### src/rtl/pipe_pkg.sv
// pipe_pkg: shared pipeline state encoding, default lane width and occupancy helper
package pipe_pkg;
  localparam int DATA_WIDTH_DEFAULT = 32;
  typedef enum logic [1:0] {EMPTY = 2'd0, BUSY = 2'd1, FULL = 2'd2} state_t;
  function automatic logic [1:0] occupancy(state_t s);
    return (s == FULL) ? 2'd2 : (s == BUSY) ? 2'd1 : 2'd0;
  endfunction
endpackage

### src/rtl/pipe_skid_stage_if.sv
// pipe_skid_stage_if: upstream/downstream handshake, payload and control of one skid stage
interface pipe_skid_stage_if
  import pipe_pkg::*;
#(
  parameter int DATA_WIDTH = DATA_WIDTH_DEFAULT,
  parameter int NUM_LANES  = 2
);
  logic                          i_Flush;
  logic                          i_Freeze;
  logic                          i_Valid;
  logic [NUM_LANES*DATA_WIDTH-1:0] i_Data;
  logic                          o_Ready;
  logic                          o_Valid;
  logic [NUM_LANES*DATA_WIDTH-1:0] o_Data;
  logic                          i_Ready;
  logic [1:0]                    o_Occupancy;
  modport master (
    output i_Flush, i_Freeze, i_Valid, i_Data, i_Ready,
    input  o_Ready, o_Valid, o_Data, o_Occupancy
  );
  modport slave (
    input  i_Flush, i_Freeze, i_Valid, i_Data, i_Ready,
    output o_Ready, o_Valid, o_Data, o_Occupancy
  );
endinterface

### src/rtl/pipe_slot.sv
// pipe_slot: payload register with load, clear (wins over load) and hold
module pipe_slot #(
  parameter int W = 64
) (
  input  logic         clk,
  input  logic         reset,
  input  logic         i_load,
  input  logic         i_clear,
  input  logic [W-1:0] i_d,
  output logic [W-1:0] o_q
);
  logic [W-1:0] r_q;
  always_ff @(posedge clk) begin
    if (reset || i_clear) r_q <= '0;
    else if (i_load) r_q <= i_d;
  end
  assign o_q = r_q;
endmodule

### src/rtl/pipe_skid_stage.sv
// pipe_skid_stage: two-entry skid buffer with registered ready-independent output, flush and freeze
module pipe_skid_stage
  import pipe_pkg::*;
#(
  parameter int DATA_WIDTH = DATA_WIDTH_DEFAULT,
  parameter int NUM_LANES  = 2
) (
  input logic               clk,
  input logic               reset,
  pipe_skid_stage_if.slave  bus
);
  localparam int W = NUM_LANES * DATA_WIDTH;
  state_t       r_state, w_next;
  logic [W-1:0] w_main_q, w_skid_q, w_main_d;
  logic         w_ready, w_valid, w_accept, w_release;
  logic         w_main_load, w_main_clear, w_skid_load, w_skid_clear;
  assign w_ready   = (r_state != FULL) & ~bus.i_Freeze;
  assign w_valid   = (r_state != EMPTY);
  assign w_accept  = bus.i_Valid & w_ready & ~bus.i_Flush;
  assign w_release = w_valid & bus.i_Ready & ~bus.i_Freeze & ~bus.i_Flush;
  always_ff @(posedge clk) begin
    if (reset) r_state <= EMPTY;
    else r_state <= w_next;
  end
  always_comb begin
    w_next       = r_state;
    w_main_load  = 1'b0;
    w_main_clear = bus.i_Flush;
    w_main_d     = bus.i_Data;
    w_skid_load  = 1'b0;
    w_skid_clear = bus.i_Flush;
    if (bus.i_Flush) w_next = EMPTY;
    else begin
      case (r_state)
        EMPTY: begin
          w_next      = w_accept ? BUSY : EMPTY;
          w_main_load = w_accept;
        end
        BUSY: begin
          w_next       = (w_accept & ~w_release) ? FULL : (~w_accept & w_release) ? EMPTY : BUSY;
          w_main_load  = w_accept & w_release;
          w_skid_load  = w_accept & ~w_release;
          w_main_clear = ~w_accept & w_release;
        end
        FULL: begin
          w_next       = w_release ? BUSY : FULL;
          w_main_load  = w_release;
          w_main_d     = w_skid_q;
          w_skid_clear = w_release;
        end
        default: w_next = EMPTY;
      endcase
    end
  end
  pipe_slot #(.W(W)) u_main (
    .clk(clk), .reset(reset), .i_load(w_main_load), .i_clear(w_main_clear),
    .i_d(w_main_d), .o_q(w_main_q)
  );
  pipe_slot #(.W(W)) u_skid (
    .clk(clk), .reset(reset), .i_load(w_skid_load), .i_clear(w_skid_clear),
    .i_d(bus.i_Data), .o_q(w_skid_q)
  );
  assign bus.o_Ready     = w_ready;
  assign bus.o_Valid     = w_valid;
  assign bus.o_Data      = w_main_q;
  assign bus.o_Occupancy = occupancy(r_state);
endmodule

### src/flat_wrapper.sv
// flat-port wrapper written by rule: the top's interface ports become plain ports
module pipe_skid_stage_flat import pipe_pkg::*;
#(
  parameter int DATA_WIDTH = DATA_WIDTH_DEFAULT,
  parameter int NUM_LANES  = 2
)
  (clk, reset, bus_i_Flush, bus_i_Freeze, bus_i_Valid, bus_i_Data, bus_i_Ready, bus_o_Ready, bus_o_Valid, bus_o_Data, bus_o_Occupancy);
  pipe_skid_stage_if #(.DATA_WIDTH(DATA_WIDTH), .NUM_LANES(NUM_LANES)) bus_i ();
  input logic clk;
  input logic reset;
  input wire logic [$bits(bus_i.i_Flush)-1:0] bus_i_Flush;
  input wire logic [$bits(bus_i.i_Freeze)-1:0] bus_i_Freeze;
  input wire logic [$bits(bus_i.i_Valid)-1:0] bus_i_Valid;
  input wire logic [$bits(bus_i.i_Data)-1:0] bus_i_Data;
  input wire logic [$bits(bus_i.i_Ready)-1:0] bus_i_Ready;
  output wire logic [$bits(bus_i.o_Ready)-1:0] bus_o_Ready;
  output wire logic [$bits(bus_i.o_Valid)-1:0] bus_o_Valid;
  output wire logic [$bits(bus_i.o_Data)-1:0] bus_o_Data;
  output wire logic [$bits(bus_i.o_Occupancy)-1:0] bus_o_Occupancy;
  assign bus_i.i_Flush = bus_i_Flush;
  assign bus_i.i_Freeze = bus_i_Freeze;
  assign bus_i.i_Valid = bus_i_Valid;
  assign bus_i.i_Data = bus_i_Data;
  assign bus_i.i_Ready = bus_i_Ready;
  assign bus_o_Ready = bus_i.o_Ready;
  assign bus_o_Valid = bus_i.o_Valid;
  assign bus_o_Data = bus_i.o_Data;
  assign bus_o_Occupancy = bus_i.o_Occupancy;
  pipe_skid_stage #(.DATA_WIDTH(DATA_WIDTH), .NUM_LANES(NUM_LANES)) u_core (.clk(clk), .reset(reset), .bus(bus_i));
endmodule
### config.mk
export PLATFORM = sky130hd
export DESIGN_NAME = pipe_skid_stage_flat
export DESIGN_NICKNAME = d
export VERILOG_FILES = /design/src/rtl/pipe_pkg.sv /design/src/rtl/pipe_skid_stage_if.sv /design/src/rtl/pipe_slot.sv /design/src/rtl/pipe_skid_stage.sv /design/src/flat_wrapper.sv
export SDC_FILE = /design/constraint.sdc
export NUM_CORES = 1
export LEC_CHECK = 0
export CAP_MARGIN = 20
export CORE_MARGIN = 2
export CORE_UTILIZATION = 50
export DETAILED_ROUTE_END_ITERATION = 7
export HOLD_SLACK_MARGIN = 0.05
export PLACE_DENSITY = 0.77
export REMOVE_ABC_BUFFERS = 1
export SLEW_MARGIN = 20
export SYNTH_ARGS = -nofsm -noshare
export SYNTH_HDL_FRONTEND = slang
export SYNTH_SLANG_ARGS = --single-unit
### constraint.sdc
create_clock -name clk -period 3 [get_ports clk]
set_clock_uncertainty 0.2 [all_clocks]
set_input_delay 0.3 -clock clk [delete_from_list [all_inputs] [get_ports clk]]
set_output_delay 0.3 -clock clk [all_outputs]
set_load 0.02 [all_outputs]
==> metrics.txt, run 1 <==
status finished clean; fin crit period 2.62 ns; Synth Register Bits 130; FP Rows 44; DP HPWL 11.1 mm; number of buffers created by CTS 17; Final Instance Area 9380 µm²; Post-Layout Cell Count 1105; CTS tree built; Post-CTS Setup Bufs 0; RSZ-0062 raised after global routing no; HP Class flip-flop to flip-flop; Antenna Cells 0; Setup WS pre-CTS 0.211 ns; WL final 19.9 mm; PwrDens 477 nW/µm²; # DRC 0; Iter 0 DRT Violations 745; critical path class flip-flop to primary output; commonest non-fill, non-tap cell in the layout clkdlybuf4s50_1; final net count 981; Buf/Inv on CP 2; PostCTS Resize Cnt 0; library cells used by synthesis 32; crit-path cells buf_12 > nor2b_1 > clkdlybuf4s50_1; Slew headroom 42.8%; CP Max Fanout 169; num ports 138; Avg Inst Size Synth 8.70 µm²; die width 125 µm; Crit-path slowest cell clkdlybuf4s50_1; Clock Latency Late Sink 0.41 ns; final setup TNS 0 ns; Pins Over Slew Limit 0; Die H 125 µm; Via density 6.18; layout cells sized above 1 13.4%; Critical Path Max Stage Delay 0.59 ns; post-synthesis sequential area ratio 35.6%; top_reg_cell synth dfxtp_1; max cap viols 0; GRT Overall Usage 25.0%; first-pass GRT wire length 32.5 mm; Max Clk Rate 0.382 GHz; CTS sink count 130; reg-to-reg setup timing slack 0.50 ns; Post-Synthesis Cells 841; clock slew seen by the registers of the worst setup and hold paths 0.06 ns; Routed WL per cell 18.1 µm; area of the core 14400 µm²; Worst EP arrival 2.12 ns; Worst Slack Setup Final 0.381 ns; largest net degree at the start of global routing 170; Final Hold Vio Count 0; die area 15600 µm²; fraction of registers with async set/reset 0%; VDD IR-drop max 0.347 mV; Power Total 4.47 mW; initial antenna violation count 0; root buffer cell clkbuf_16; DR pass1 iterations 5; Multi-input gate area 4220 µm²; dpl cell area 8720 µm²; Post-synth EDFFs 0; Final Setup Violations 0; Vias 6827; grt total ovfl 0; Routed Antenna Nets 0; CTS Buffer Depth 2; PortBufs 137; CP Capture Type primary output; hold_buf cts 0; CP Data Required Time 2.50 ns; post-synth top area cell dfxtp_1; Synth top area share 35.6%; vias in the first global route 6300; Max H-tree Level 4; Final GP Congestion 0.762; Synth Warn # 0; final worst-path cycle share 87.3%; P_leak 2.54 nW; leading cell types in the layout, fill and taps excluded 137 x clkdlybuf4s50_1, 129 x nand2_1, 128 x nand2b_1, 128 x dfxtp_1, 65 x a21oi_1; Initial Utilization 50.7%; Worst setup SP type flip-flop; delay-heaviest family, CP buffers and inverters; Storage cell area 2610 µm²; Placed Cells 1073; synthesized area 7320 µm²; Layout fillers 1205; Area growth syn-to-layout 28.2%; top cells by area, synth dfxtp_1 36%, a2111oi_2 12%, nand2b_1 11%, a221oi_1 7.7%, nand2_1 6.6%; Least-Margin Pin Slew 0.858 ns
-- final timing paths --
check,start,endpoint,cells after the start
setup reg to reg,u_core.r_state[1]$_SDFF_PP0_,u_core.u_main.o_q[58]$_SDFFE_PP0P_,5
hold reg to reg,u_core.u_skid.o_q[42]$_SDFFE_PP0P_,u_core.u_skid.o_q[42]$_SDFFE_PP0P_,2
hold / removal,u_core.u_skid.o_q[42]$_SDFFE_PP0P_,u_core.u_skid.o_q[42]$_SDFFE_PP0P_,2
setup / recovery,u_core.r_state[1]$_SDFF_PP0_,bus_o_Occupancy[0],3
-- report_power, final --
group | switching (mW) | internal (mW)
Combinational | 0.232 | 0.214
Sequential | 0.0198 | 1.75
Clock | 0.773 | 1.48
Total | 1.02 | 3.44
-- metrics by stage --
step           hold slack, ns  util, %
5_1_grt                 0.260     65.0
6_report                0.247     65.0
4_1_cts                 0.245     65.0
2_1_floorplan           0.231        -
3_5_place_dp            0.241     60.5
3_3_place_gp            0.236     60.5
-- cells by family after synthesis --
logic type | after synthesis | synth area share, %
compound gates | 326 | 37.5
buf+inv | 112 | 7.52
flops | 130 | 35.6
mux | 1 | 0.205
simple gates | 269 | 18.7
fa+ha+maj | 3 | 0.513
-- layout make-up --
class                      count  area share [%]
timing repair buffer         155            17.5
inverter                       5           0.200
sequential                   130            27.8
tap                          184            2.45
clock inverter                12            1.88
multi-input combinational    599            45.0
clock buffer                  20            5.10
-- cell usage after synthesis, types with 3 or more instances --
master     count
buf_1          3
a2111oi_0      4
a21oi_1       65
buf_4          5
a2111oi_2     60
clkbuf_1      55
inv_1          5
buf_2         35
buf_6          9
a21boi_1      23
nand2b_1     129
a221oi_1      64
ha_1           3
o22ai_1       64
nand2_1      129
a21boi_0      41
dfxtp_1      130
-- layer usage --
layer	vias to the layer above	track usage (%)	part of all wire, %
met1	3305	35.0	45
li1	3274	-	-
met2	224	38.5	47
met5	-	0	0
met4	0	7.52	1.4
met3	24	6.03	5.8
-- worst register-to-register path, stage by stage, from the launching register on --
cell       delay, ns
dfxtp_4         0.37
buf_12          0.55
nor2b_1         0.20
a32o_4          0.48
buf_12          0.24
a2111oi_2       0.36
-- sequential cells by signal (all words and copies together), names as in the netlist --
| register | cells |
|---|---|
| u_core.r_state | 2 |
| u_core.u_main.o_q | 64 |
| u_core.u_skid.o_q | 64 |
(Power assumes the default switching activity.)
==> inputs of run 2 (changes only) <==
- CORE_UTILIZATION: 50 -> 53
- PLACE_DENSITY: 0.77 -> 0.81
==> metrics.txt, run 2 (synthesis gave the netlist of run 1 again) <==
number of buffers created by CTS 17; grt total ovfl 0; Crit-path slowest cell clkdlybuf4s50_1; Least-Margin Pin Slew 0.825 ns; initial antenna violation count 0; Routed Antenna Nets 0; # DRC 0; final worst-path cycle share 85.2%; Initial Utilization 54.8%; die width 122 µm; Power Total 4.52 mW; crit-path cells buf_4 > nor2b_1 > clkdlybuf4s50_1; num ports 138; dpl cell area 8720 µm²; status finished clean; die area 14800 µm²; Clock Latency Late Sink 0.42 ns; Via density 6.26; Layout fillers 1012; PwrDens 481 nW/µm²; Pins Over Slew Limit 0; DR pass1 iterations 6; HP Class flip-flop to flip-flop; Area growth syn-to-layout 28.2%; Max H-tree Level 4; CTS Buffer Depth 2; fin crit period 2.56 ns; CTS tree built; CTS sink count 130; CP Data Required Time 2.50 ns; GRT Overall Usage 27.3%; Critical Path Max Stage Delay 0.67 ns; critical path class flip-flop to primary output; clock slew seen by the registers of the worst setup and hold paths 0.06 ns; PortBufs 137; FP Rows 42; Vias 6876; Final Setup Violations 0; Antenna Cells 0; PostCTS Resize Cnt 0; Routed WL per cell 18.4 µm; hold_buf cts 0; Post-CTS Setup Bufs 0; final net count 984; leading cell types in the layout, fill and taps excluded 137 x clkdlybuf4s50_1, 129 x nand2_1, 128 x nand2b_1, 128 x dfxtp_1, 65 x a21oi_1; Worst setup SP type flip-flop; WL final 20.2 mm; layout cells sized above 1 13.5%; root buffer cell clkbuf_16; Worst EP arrival 2.06 ns; P_leak 2.54 nW; vias in the first global route 6237; Final Instance Area 9380 µm²; area of the core 13300 µm²; largest net degree at the start of global routing 194; first-pass GRT wire length 32.2 mm; Final GP Congestion 0.765; commonest non-fill, non-tap cell in the layout clkdlybuf4s50_1; CP Capture Type primary output; Post-Layout Cell Count 1099; DP HPWL 11.3 mm; Die H 122 µm; CP Max Fanout 52; max cap viols 0; Iter 0 DRT Violations 786; Placed Cells 1068; Final Hold Vio Count 0; VDD IR-drop max 0.304 mV; Max Clk Rate 0.391 GHz; Slew headroom 45.0%; RSZ-0062 raised after global routing no
[run 2: final cells by class]
cell class / count / area [µm²] / area share [%]
clock buffers: 18 / 450 / 4.80
clock inverters: 13 / 206 / 2.20
inverters: 5 / 18.8 / 0.200
multi-input cells: 599 / 4220 / 45.0
flip-flops and latches: 130 / 2610 / 27.8
well taps: 176 / 220 / 2.35
repair buffers: 158 / 1650 / 17.6
[run 2: final timing paths]
path	start	to	slack, ns	cells past startpoint
setup / recovery	u_core.r_state[1]$_SDFF_PP0_	bus_o_Occupancy[0]	0.44	3
hold / removal	u_core.u_skid.o_q[11]$_SDFFE_PP0P_	u_core.u_skid.o_q[11]$_SDFFE_PP0P_	0.25	2
setup reg to reg	u_core.r_state[1]$_SDFF_PP0_	u_core.u_main.o_q[8]$_SDFFE_PP0P_	0.46	5
hold reg to reg	u_core.u_skid.o_q[11]$_SDFFE_PP0P_	u_core.u_skid.o_q[11]$_SDFFE_PP0P_	0.25	2
[run 2: power breakdown]
| group | total [mW] | switching [mW] | internal, mW |
|---|---|---|---|
| combinational | 0.447 | 0.233 | 0.213 |
| sequential | 1.77 | 0.0195 | 1.75 |
| clock | 2.30 | 0.785 | 1.52 |
[run 2: critical path, delay by kind of cell, from the launching register on]
kind                   cells  cell delay, ns
buffers and inverters      2            0.97
flip-flops                 1            0.37
AND/OR/NAND/NOR            1            0.29
[run 2: layer usage]
| layer | vias to the layer above | wire [µm] | global-route usage (%) |
|---|---|---|---|
| met5 | - | 0 | 0 |
| met4 | 0 | 242 | 8.41 |
| met3 | 24 | 1310 | 4.51 |
| met2 | 290 | 9790 | 44.1 |
| met1 | 3286 | 8820 | 37.4 |
| li1 | 3276 | - | - |
[run 2: stage by stage]
stage,hold WS [ns],setup WS [ns],TNS [ns],utilization (%)
after floorplan,0.231,-6.01,-749.73,-
after global placement,0.236,0.244,0,65.4
after CTS,0.248,0.417,0,70.3
after detailed placement,0.241,0.176,0,65.4
final,0.247,0.443,0,70.3
after global routing,0.260,0.302,0,70.3
==> inputs of run 3 (changes only) <==
- CORE_MARGIN: 2 -> 3
- MAX_ROUTING_LAYER: unset -> met4
==> metrics.txt, run 3 (synthesis gave the netlist of run 1 again) <==
Hold Crit Start u_core.u_skid.o_q[35]$_SDFFE_PP0P_; die width 124 µm; critical path class flip-flop to primary output; first-pass GRT wire length 31.8 mm; final net count 984; reg-to-reg setup timing slack 0.45 ns; die area 15300 µm²; clock share of power 51.3%; CP Max Fanout 55; Max Clk Rate 0.382 GHz; # DRC 0; Die H 124 µm; Antenna Cells 0; leading cell types in the layout, fill and taps excluded 137 x clkdlybuf4s50_1, 129 x nand2_1, 128 x nand2b_1, 128 x dfxtp_1, 65 x a21oi_1; Via density 6.22; Placed Cells 1068; CP Capture Type primary output; Min-Delay Endpoint u_core.u_skid.o_q[35]$_SDFFE_PP0P_; GRT Overall Usage 26.7%; FP Rows 42; Initial Utilization 54.8%; CTS Buffer Depth 2; Layout fillers 1074; clock slew seen by the registers of the worst setup and hold paths 0.06 ns; CP Data Required Time 2.50 ns; WL final 20.0 mm; Max H-tree Level 4; hold_buf cts 0; max cap viols 0; PwrDens 485 nW/µm²; Iter 0 DRT Violations 661; vias in the first global route 6295; grt total ovfl 0; Slew headroom 38.5%; CTS tree built; Reg power frac 38.8%; area of the core 13300 µm²; P_leak 2.56 nW; layout cells sized above 1 13.5%; Switch Pwr 1.01 mW; Least-Margin Pin Slew 0.923 ns; RSZ-0062 raised after global routing no; Final Hold Vio Count 0; status finished clean; FF-to-FF End u_core.u_main.o_q[16]$_SDFFE_PP0P_; final worst-path cycle share 87.3%; Worst EP arrival 2.12 ns; DP HPWL 11.4 mm; fin crit period 2.62 ns; Post-Layout Cell Count 1099; initial antenna violation count 0; root buffer cell clkbuf_16; HP Class flip-flop to flip-flop; number of buffers created by CTS 17; R2R depth 5; PostCTS Resize Cnt 0; Final Setup Violations 0; commonest non-fill, non-tap cell in the layout clkdlybuf4s50_1; Post-CTS Setup Bufs 0; P_int 3.54 mW; PortBufs 137; combinational cell fraction of total power 9.9%; Area growth syn-to-layout 28.3%; num ports 138; VDD IR-drop max 0.385 mV; Routed WL per cell 18.2 µm; Worst setup SP type flip-flop; CTS sink count 130; hold depth 2; Final GP Congestion 0.772; Routed Antenna Nets 0; Vias 6836; largest net degree at the start of global routing 99; Clock Latency Late Sink 0.42 ns; DR pass1 iterations 5; Pins Over Slew Limit 0; Reg2Reg Launch Point u_core.r_state[1]$_SDFF_PP0_; switch share 22.2%; Power Total 4.55 mW
## run 3: changes by cell type in the layout (fill, tap and decap cells not counted)
| cell | change |
|---|---|
| clkbuf_8 | +5 |
| clkbuf_16 | -1 |
| clkinvlp_4 | -2 |
| clkinv_4 | -2 |
## run 3: per-stage QoR
stage / util (%) / TNS, ns / worst slack (ns) / instance area, µm² / hold WS (ns)
2_1_floorplan: - / -749.73 / -6.01 / 6790 / 0.231
3_3_place_gp: 65.4 / 0 / 0.354 / 8720 / 0.236
3_5_place_dp: 65.4 / 0 / 0.253 / 8720 / 0.241
4_1_cts: 70.4 / 0 / 0.366 / 9390 / 0.249
5_1_grt: 70.4 / 0 / 0.303 / 9390 / 0.261
6_report: 70.4 / 0 / 0.382 / 9390 / 0.246
## run 3: layout make-up
class                   count  area [µm²]  area share, %
inverters                   5        18.8          0.200
repair buffers            158        1650           17.6
clock inverters             9         174           1.85
clock buffers              22         494           5.26
flip-flops and latches    130        2610           27.8
well taps                 176         220           2.34
multi-input cells         599        4220           44.9
## run 3: worst max-delay path, stage by stage (launching register included)
cell and delay (ns):
dfxtp_4 0.39, buf_4 0.30, nor2b_1 0.33, clkdlybuf4s50_1 0.68
## run 3: power by group through the flow
| stage | Combinational [mW] | Sequential, mW | Clock [mW] |
|---|---|---|---|
| 2_1_floorplan | 0.190 | 1.83 | 0 |
| 3_3_place_gp | 0.445 | 1.80 | 0 |
| 3_5_place_dp | 0.447 | 1.80 | 0 |
| 4_1_cts | 0.450 | 1.76 | 2.36 |
| 5_1_grt | 0.478 | 1.77 | 2.43 |
| 6_report | 0.451 | 1.77 | 2.34 |
## run 3: metal layers
metal / up-vias / wire length, µm / global-route usage (%)
met5: - / 0 / -
met4: 0 / 262 / 9.00
met3: 24 / 1420 / 4.62
met2: 282 / 9630 / 41.5
met1: 3258 / 8720 / 35.5
li1: 3272 / - / -
## run 3: worst max path at each step
stage                                       startpoint                                  to  slack [ns]  depth (start not counted)
final                     u_core.r_state[1]$_SDFF_PP0_                  bus_o_Occupancy[0]        0.38                          3
after global routing      u_core.r_state[1]$_SDFF_PP0_                  bus_o_Occupancy[0]        0.30                          3
after CTS                 u_core.r_state[1]$_SDFF_PP0_                  bus_o_Occupancy[0]        0.37                          3
after detailed placement                  bus_i_Freeze   u_core.u_main.o_q[2]$_SDFFE_PP0P_        0.25                          9
after global placement                    bus_i_Freeze  u_core.u_main.o_q[58]$_SDFFE_PP0P_        0.35                          7
after floorplan           u_core.r_state[0]$_SDFF_PP0_   u_core.u_skid.o_q[0]$_SDFFE_PP0P_       -6.01                          6
